## src/rtl/seg_page_scheduler_pkg.sv

```systemverilog
// Shared constants, FSM state type and page-selection helper for the 7-seg page scheduler.
package seg_page_scheduler_pkg;

    localparam int unsigned SEG_DIGIT_W = 7;
    localparam int unsigned SEG_WORD_W  = 4 * SEG_DIGIT_W;
    localparam int unsigned NUM_PAGES   = 3;

    localparam logic [SEG_WORD_W-1:0] SEG_BLANK = 28'hFFFFFFF;
    localparam logic [1:0]            PAGE_NONE = 2'd3;

    typedef enum logic [1:0] {
        StBlank = 2'd0,
        StShow  = 2'd1,
        StAlert = 2'd2
    } state_e;

    // First valid page strictly after cur (wrapping), cur itself last; PAGE_NONE if none valid.
    function automatic logic [1:0] next_valid(input logic [NUM_PAGES-1:0] valid,
                                              input logic [1:0] cur);
        logic [1:0] idx;
        logic [1:0] res;
        res = PAGE_NONE;
        for (int k = NUM_PAGES; k >= 1; k--) begin
            idx = 2'((int'(cur) + k) % NUM_PAGES);
            if (valid[idx]) res = idx;
        end
        return res;
    endfunction

endpackage

```

## src/rtl/seg_page_scheduler_req_latch.sv

```systemverilog
// One requester slot: segment word register, valid flag and alternating ack pulse.
module seg_page_scheduler_req_latch
    import seg_page_scheduler_pkg::*;
(
    input  logic                  clk_in,
    input  logic                  rst_n_in,
    input  logic                  req_in,
    input  logic                  clr_in,
    input  logic [SEG_WORD_W-1:0] data_in,
    output logic                  ack_out,
    output logic                  valid_out,
    output logic [SEG_WORD_W-1:0] word_out
);

    logic                  ack_q;
    logic                  valid_q;
    logic [SEG_WORD_W-1:0] word_q;
    logic                  accept;

    // A held request is accepted only when the previous cycle did not ack it.
    assign accept = req_in & ~ack_q;

    always_ff @(posedge clk_in or negedge rst_n_in) begin
        if (!rst_n_in) begin
            ack_q   <= 1'b0;
            valid_q <= 1'b0;
            word_q  <= SEG_BLANK;
        end else begin
            ack_q <= accept;
            if (accept) begin
                word_q  <= data_in;
                valid_q <= 1'b1;
            end else if (clr_in) begin
                valid_q <= 1'b0;
            end
        end
    end

    assign ack_out   = ack_q;
    assign valid_out = valid_q;
    assign word_out  = word_q;

endmodule

```

## src/rtl/seg_page_scheduler.sv

```systemverilog
// Rotates up to three latched 7-seg pages on a dwell timer; an alert word pre-empts rotation.
module seg_page_scheduler
    import seg_page_scheduler_pkg::*;
#(
    parameter int unsigned DWELL_CYCLES = 100_000_000,
    parameter int unsigned ALERT_CYCLES = 300_000_000,
    parameter int unsigned CNT_W        = 29
) (
    input  logic                  clk_in,
    input  logic                  rst_n_in,
    input  logic [2:0]            req_in,
    input  logic [83:0]           data_in,
    output logic [2:0]            ack_out,
    input  logic [2:0]            clr_in,
    input  logic                  alert_req_in,
    input  logic [SEG_WORD_W-1:0] alert_data_in,
    output logic                  alert_ack_out,
    output logic [SEG_WORD_W-1:0] number_out,
    output logic [1:0]            page_out,
    output logic                  alert_active_out
);

    logic [NUM_PAGES-1:0]  valid;
    logic [SEG_WORD_W-1:0] page_word [NUM_PAGES];
    logic                  alert_valid;
    logic [SEG_WORD_W-1:0] alert_word;

    for (genvar i = 0; i < NUM_PAGES; i++) begin : g_page
        seg_page_scheduler_req_latch u_page (
            .clk_in    (clk_in),
            .rst_n_in  (rst_n_in),
            .req_in    (req_in[i]),
            .clr_in    (clr_in[i]),
            .data_in   (data_in[SEG_WORD_W*i +: SEG_WORD_W]),
            .ack_out   (ack_out[i]),
            .valid_out (valid[i]),
            .word_out  (page_word[i])
        );
    end

    seg_page_scheduler_req_latch u_alert (
        .clk_in    (clk_in),
        .rst_n_in  (rst_n_in),
        .req_in    (alert_req_in),
        .clr_in    (1'b0),
        .data_in   (alert_data_in),
        .ack_out   (alert_ack_out),
        .valid_out (alert_valid),
        .word_out  (alert_word)
    );

    state_e                state_q, state_d;
    logic [1:0]            cur_q, cur_d;
    logic [CNT_W-1:0]      timer_q, timer_d;
    logic [SEG_WORD_W-1:0] number_q, number_d;
    logic [1:0]            page_q, page_d;
    logic                  active_q, active_d;
    logic [1:0]            nxt;
    logic [1:0]            resume;

    always_comb begin
        state_d = state_q;
        cur_d   = cur_q;
        timer_d = timer_q;
        nxt     = next_valid(valid, cur_q);
        resume  = valid[cur_q] ? cur_q : nxt;

        // The alert ack pulse marks an accepted alert word and overrides any other transition.
        if (alert_ack_out) begin
            state_d = StAlert;
            timer_d = '0;
        end else begin
            unique case (state_q)
                StBlank: begin
                    if (|valid) begin
                        state_d = StShow;
                        cur_d   = next_valid(valid, 2'd2);
                        timer_d = '0;
                    end
                end
                StShow: begin
                    if (!valid[cur_q]) begin
                        timer_d = '0;
                        if (nxt == PAGE_NONE) state_d = StBlank;
                        else                  cur_d   = nxt;
                    end else if (timer_q == CNT_W'(DWELL_CYCLES - 1)) begin
                        timer_d = '0;
                        cur_d   = nxt;
                    end else begin
                        timer_d = timer_q + CNT_W'(1);
                    end
                end
                StAlert: begin
                    if (timer_q == CNT_W'(ALERT_CYCLES - 1)) begin
                        timer_d = '0;
                        if (resume == PAGE_NONE) begin
                            state_d = StBlank;
                        end else begin
                            state_d = StShow;
                            cur_d   = resume;
                        end
                    end else begin
                        timer_d = timer_q + CNT_W'(1);
                    end
                end
                default: state_d = StBlank;
            endcase
        end

        number_d = SEG_BLANK;
        page_d   = PAGE_NONE;
        active_d = (state_d == StAlert);
        if (state_d == StShow) begin
            number_d = page_word[cur_d];
            page_d   = cur_d;
        end else if (state_d == StAlert && alert_valid) begin
            number_d = alert_word;
        end
    end

    always_ff @(posedge clk_in or negedge rst_n_in) begin
        if (!rst_n_in) begin
            state_q  <= StBlank;
            cur_q    <= 2'd0;
            timer_q  <= '0;
            number_q <= SEG_BLANK;
            page_q   <= PAGE_NONE;
            active_q <= 1'b0;
        end else begin
            state_q  <= state_d;
            cur_q    <= cur_d;
            timer_q  <= timer_d;
            number_q <= number_d;
            page_q   <= page_d;
            active_q <= active_d;
        end
    end

    assign number_out       = number_q;
    assign page_out         = page_q;
    assign alert_active_out = active_q;

endmodule

```

## config.mk

```make
export PLATFORM = sky130hd
export DESIGN_NAME = seg_page_scheduler
export DESIGN_NICKNAME = d
export VERILOG_FILES = /design/src/rtl/seg_page_scheduler_pkg.sv /design/src/rtl/seg_page_scheduler_req_latch.sv /design/src/rtl/seg_page_scheduler.sv
export SDC_FILE = /design/constraint.sdc
export NUM_CORES = 1
export LEC_CHECK = 0
export BUFFER_PORTS_ARGS = -buffer_cell sky130_fd_sc_hd__buf_2
export CAP_MARGIN = 20
export CORE_MARGIN = 2
export CORE_UTILIZATION = 44
export DETAILED_ROUTE_END_ITERATION = 10
export GPL_TIMING_DRIVEN = 0
export PLACE_DENSITY_LB_ADDON = 0.2
export SLEW_MARGIN = 0
export SYNTH_ARGS = -nofsm -noshare
export SYNTH_HDL_FRONTEND = slang
export SYNTH_SLANG_ARGS = --single-unit
```

## constraint.sdc

```tcl
create_clock -name clk_in -period 4.45 [get_ports clk_in]
set_clock_uncertainty 0.1 [all_clocks]
set_input_delay 0.445 -clock clk_in [delete_from_list [all_inputs] [get_ports clk_in]]
set_output_delay 0.445 -clock clk_in [all_outputs]
set_load 0.005 [all_outputs]
```

### Word level (Yosys, flattened, before mapping)

Cells that the tools add are included.

* bits in writable memories: 0
* output and inout port bits: 35
* latch bits: 0
* memories: 0
* bits of input ports: 121
* bits in read-only memories: 0
* register bits: 184

* reductions and logical operators: 8
* shifts and indexed selects: 0
* $mul: 0
* bitwise logic cells: 9
* muxes and demuxes: 48
* order comparisons: 5
* divide/modulo/power cells: 3
* equal/unequal tests: 9
* add/sub/neg operators: 4

Operators with widths (number)
* two-way mux 29 bit: 5
* two-way mux 28 bit: 4
* modulo 32 x 2 -> 32 bit (second input constant): 3
* case mux 29 bit (3 select lines): 1
* binary-select mux 28 bit (select 2 bit): 1
* two-way mux 2 bit: 19
* adder 29 x 1 -> 29 bit (second input constant): 1
* equality test 29 x 27 -> 1 bit (second input constant): 1
* equality test 29 bit (second input constant): 1
* less-than comparator 2 x 3 -> 1 bit (second input constant): 4
* two-way mux 1 bit: 12
* case mux 2 bit (3 select lines): 2
* binary-select mux 1 bit (select 2 bit): 4
* equality test 2 bit (second input constant): 4
* adder 2 x 2 -> 3 bit (second input constant): 2
* nonzero test 2 bit: 3
* AND 1 bit: 4
* equality test 2 x 1 -> 1 bit (second input constant): 2
* inverter 1 bit: 4
* nonzero test 4 bit: 1
* adder 2 x 1 -> 3 bit (second input constant): 1
* >= comparator 3 bit (second input constant): 1
* inequality test 3 x 2 -> 1 bit (second input constant): 1
* inverter 2 -> 3 bit: 1
* 4 further kinds: 4

### Longest topological paths before layout

* depth in word-level cells: 18
* gate-level depth with buffers: 13

### By module

A second synthesis with hierarchy kept.

* cells, all modules: 774
* area total of the unflattened synthesis: 9496.6 µm²

Modules (own cells, without submodules)
* seg_page_scheduler_req_latch: instances 4, area an instance 1276.2 µm², seq. area each 785.8 µm², cells each 64
* seg_page_scheduler: instances 1, area an instance 4391.7 µm², seq. area each 1639.1 µm², cells each 518

### Worst setup path after synthesis

Ideal clock, no wire load.

* kind: reg-to-reg
* start: register cur_q[0]
* end: register number_q[18] (netlist: number_out[18])
* period minus slack after synthesis: 3.067 ns
* path slack: 1.383 ns
* required time: 4.267 ns
* arrival time: 2.883 ns
* stages on the path, launching flop included: 14
* library setup time: 0.083 ns
* cell sequence: dfrtp_1 -> inv_1 -> ha_1 -> buf_6 -> or2_0 -> a311o_1 -> o311ai_2 -> o31ai_2 -> a21oi_2 -> o21ai_2 -> or2_1 -> buf_4 -> buf_6 -> o32a_1

* cells in the longest elaborated chain, start to end: 18

Ends and longest elaborated chain
* from (decl): RTL line seg_page_scheduler.sv:53 `logic [1:0] cur_q, cur_d;`
* from (signal assigned): RTL line seg_page_scheduler.sv:131 `cur_q <= cur_d;`
* adder 2 x 2 -> 3 bit: RTL line seg_page_scheduler_pkg.sv:24 `idx = 2'((int'(cur) + k) % NUM_PAGES);`
* modulo 32 x 2 -> 32 bit: RTL line seg_page_scheduler_pkg.sv:24
* binary-select mux 1 bit (select 2 bit): RTL line seg_page_scheduler_pkg.sv:25 `if (valid[idx]) res = idx;`
* two-way mux 1 bit (implied by the code): RTL line seg_page_scheduler_pkg.sv:25
* two-way mux 2 bit (3 in series): RTL line seg_page_scheduler_pkg.sv:25
* two-way mux 2 bit: RTL line seg_page_scheduler.sv:66 `resume = valid[cur_q] ? cur_q : nxt;`
* equality test 2 bit: RTL line seg_page_scheduler.sv:96 `if (resume == PAGE_NONE) begin`
* two-way mux 2 bit: RTL line seg_page_scheduler.sv:96
* two-way mux 2 bit: RTL line seg_page_scheduler.sv:94 `if (timer_q == CNT_W'(ALERT_CYCLES - 1)) begin`
* case mux 2 bit (3 select lines): RTL line seg_page_scheduler.sv:73 `unique case (state_q)`
* two-way mux 2 bit: RTL line seg_page_scheduler.sv:69 `if (alert_ack_out) begin`
* inverter 2 -> 3 bit (implied by the code): RTL line seg_page_scheduler.sv:114 `number_d = page_word[cur_d];`
* binary-select mux 28 bit (select 2 bit): RTL line seg_page_scheduler.sv:114
* two-way mux 28 bit (implied by the code) (2 in series): RTL line seg_page_scheduler.sv:114
* two-way mux 28 bit *: RTL line seg_page_scheduler.sv:113 `if (state_d == StShow) begin`
* named net number_d[18]: RTL line seg_page_scheduler.sv:55 `logic [SEG_WORD_W-1:0] number_q, number_d;`
* to (signal assigned): RTL line seg_page_scheduler.sv:133 `number_q <= number_d;`
* to (decl): RTL line seg_page_scheduler.sv:55

Mark *: on every way through the listed nets, which the timed path passes. The rest lies on a longest branch. The select of a mux whose other input is x is not followed.
A chain may end at the register's enable or synchronous reset.

### Final worst setup path

* start: register cur_q[0]
* end: register number_q[21] (netlist: number_out[21])

Same word-level chain as after synthesis.

==> qor.csv <==
metric,value,unit
ant_nets,0,
setup_ws,0.7207,ns
violations,negative hold slack,
syn_inst,753,
syn2layout_area_growth,19.50,%
io_buffers,155,
grt_pass1_wl,36.17,mm
cp_slowest_cell,o221ai_2,
switching_share,35.32,%
avgRoutedWirePerCell,18.65,µm
met3_usage,5.688,%
drt-total-wl,22.51,mm
reg2reg_from,cur_q[0],
ios,156,
viasPerCell,5.487,
drv_slew,0,
outcome,"finished, violations left",
cts_sinks,184,
yosysSeqAreaShare,53.82,%
drv_cap,0,
grt_antenna_before_repair,3,
yosys.cell_types.count,70,
synth.yosys.warnings,0,
vias,6623,
layout.nets,1058,
crit_chain,"inv_1, ha_1, buf_6, or2_0, a311o_1, o311a_2, o211a_2, o221ai_2, clkbuf_1, nand3_1, a21oi_1, o32a_1",
hold_buffers,0,
final_cell_mix,"buf_2 (171), dfstp_2 (142), mux2_2 (112)",
clkPwrFrac,25.1,%
final.period_utilization,83.80,%
grt_max_degree,116,
setup_viol,0,
final_common_cell,buf_2,
initial_core_util,45.21,%
cts_buffers,17,
drt_iter0_markers,372,
stdcell_area,10620,µm²
p_seq_share,38.7,%
crit_type,register to register,
power.density,557.0,nW/µm²
holdCritPathClass,input pin to async pin,
final.min_clock_period,3.729,ns
hold_violations,8,
drive_gt1_share,52.07,%
fp.dieArea,21350,µm²
htreeDepth,4,
clock_path_buffers,2,
leakage,0.004458,µW
crit_family,compound AO/OA/AOI/OAI gates,
core,19650,µm²
cts-root-buf,clkbuf_16,
end_kind,register,
switchingPower,2089,µW
timing.hold.ws,-0.02823,ns
grt-ovfl-total,0,
post-place-ws,0.7548,ns
synth-main-ff-cell,dfstp_2,
dp.cells,1174,
cts_setup_buffers,0,
p_int,3825,µW
synthArstFlopShare,100.0,%
max_slew.worst_pin.slew,0.8627,ns
die_x,146.1,µm
reg2reg_to,number_out[21],
cts_tree,yes,
synth-seq-cells,184,
arrival,4.00,ns
required,4.73,ns
max_freq,268.1,MHz
cp_num_buf_inv,3,
p_comb_share,36.2,%
cts.clk_slew.worst_paths,0.08,ns
layoutNonFillerInstCount,1207,
reg2reg_slack,0.72,ns
firstDrtPassIters,5,
total_power,5914,µW
syn-cell-area,8885,µm²
reg2reg_depth,12,
grt_setup_unrepaired,no,
cp.depth,12,
worst-path-max-fanout,10,
drcViolationCount,0,
cp_slowest_stage_delay,0.54,ns
grt_use_met2,33.70,%
grt_pass1_vias,6784,
rows,51,
start_kind,register,
synth_fp_nets,883,
die_h,146.1,µm
busiest_layer,met2,
grt_use_met1,29.61,%
synth-edff-count,0,
ir_worst_vdd,0.2874,mV
clk_latency,0.43,ns
synth_area_per_cell,11.80,µm²
critPathLaunch,cur_q[0],
place_area,10030,µm²
place.gp.congestion,0.8170,
grt_usage,21.43,%
hpwl,15.69,mm
relSlewSlack,42.49,%
cts_resized,0,
fin_tns_setup,0,ns
logic make-up (layout without fill, tap and decap cells):
logic type               Yosys count  after routing  share of synthesized area (%)
other                              0              1                              0
adder cells (fa/ha/maj)            9              9                          1.267
AND/OR/NAND/NOR                  177            177                          11.29
flip-flops                       184            184                          53.82
buffers and inverters             72            260                          3.957
multiplexers                     117            117                          14.76
AO/OA/AOI/OAI                    194            194                          14.90
area by class of cell:
cell class | instances | area, µm²
timing repair buffer | 156 | 813.3
tap | 265 | 331.6
buffer | 57 | 295.3
fill | 1784 | 9036
multi-input combinational | 497 | 3751
clock buffer | 18 | 429.2
antenna | 1 | 2.502
inverter | 15 | 56.30
sequential | 184 | 4782
clock inverter | 14 | 156.4
cells in the mapped netlist (all sizes together) (8+ instances only):
cell,instances,area share (%)
nor2b,9,0.63
nand4,8,0.63
o31ai,13,1.5
o32a,28,3.2
dfstp,142,42
and3,33,2.3
a21oi,40,2.3
nor2,25,1.1
clkbuf,16,0.68
o21ai,74,4.2
ha,9,1.3
dfrtp,42,12
nand3,40,2.4
a31oi,8,0.56
mux2,112,14
nand2,28,1.2
inv,15,0.63
buf,41,2.6
worst max path at each step:
stage	endpoint	slack (ns)
after detailed placement	number_out[23]	0.75
after CTS	number_out[23]	0.74
after global routing	number_out[18]	0.48
final	number_out[21]	0.72
after floorplan	number_out[18]	1.38
after global placement	g_page[1].u_page.ack_out	-0.18
power groups by stage:
stage / combinational (µW) / clock (µW) / sequential (µW)
6_report: 2140 / 1490 / 2290
5_1_grt: 2350 / 1590 / 2330
4_1_cts: 2160 / 1530 / 2290
3_5_place_dp: 2140 / 0 / 2310
3_3_place_gp: 2120 / 0 / 2310
2_1_floorplan: 1440 / 0 / 2300
per-stage QoR:
| step | util [%] | hold slack, ns |
|---|---|---|
| after detailed placement | 51.03 | 0.3848 |
| final | 54.02 | -0.02823 |
| after CTS | 54.01 | 0.01866 |
| after global routing | 54.01 | 0.05340 |
| after floorplan | - | 0.04941 |
| after global placement | 50.84 | 0.3707 |
sequential cells by signal, summed over array words and instances (netlist names):
| register | count |
|---|---|
| number_out | 28 |
| page_out | 2 |
| u_alert.valid_out | 1 |
| cur_q | 2 |
| g_page.u_page.ack_out | 3 |
| timer_q | 29 |
| g_page.u_page.word_out | 84 |
| u_alert.word_out | 28 |
| g_page.u_page.valid_out | 3 |
| state_q | 2 |
| alert_active_out | 1 |
| u_alert.ack_out | 1 |
metal layers:
metal	part of all wire, %	vias to the layer above	wire [µm]
li1	-	3147	-
met1	47	3291	10520
met2	46	159	10330
met3	5.9	22	1317
met4	1.4	4	319
met5	0.12	-	27
Note: power is estimated with default switching activity, not from simulation.
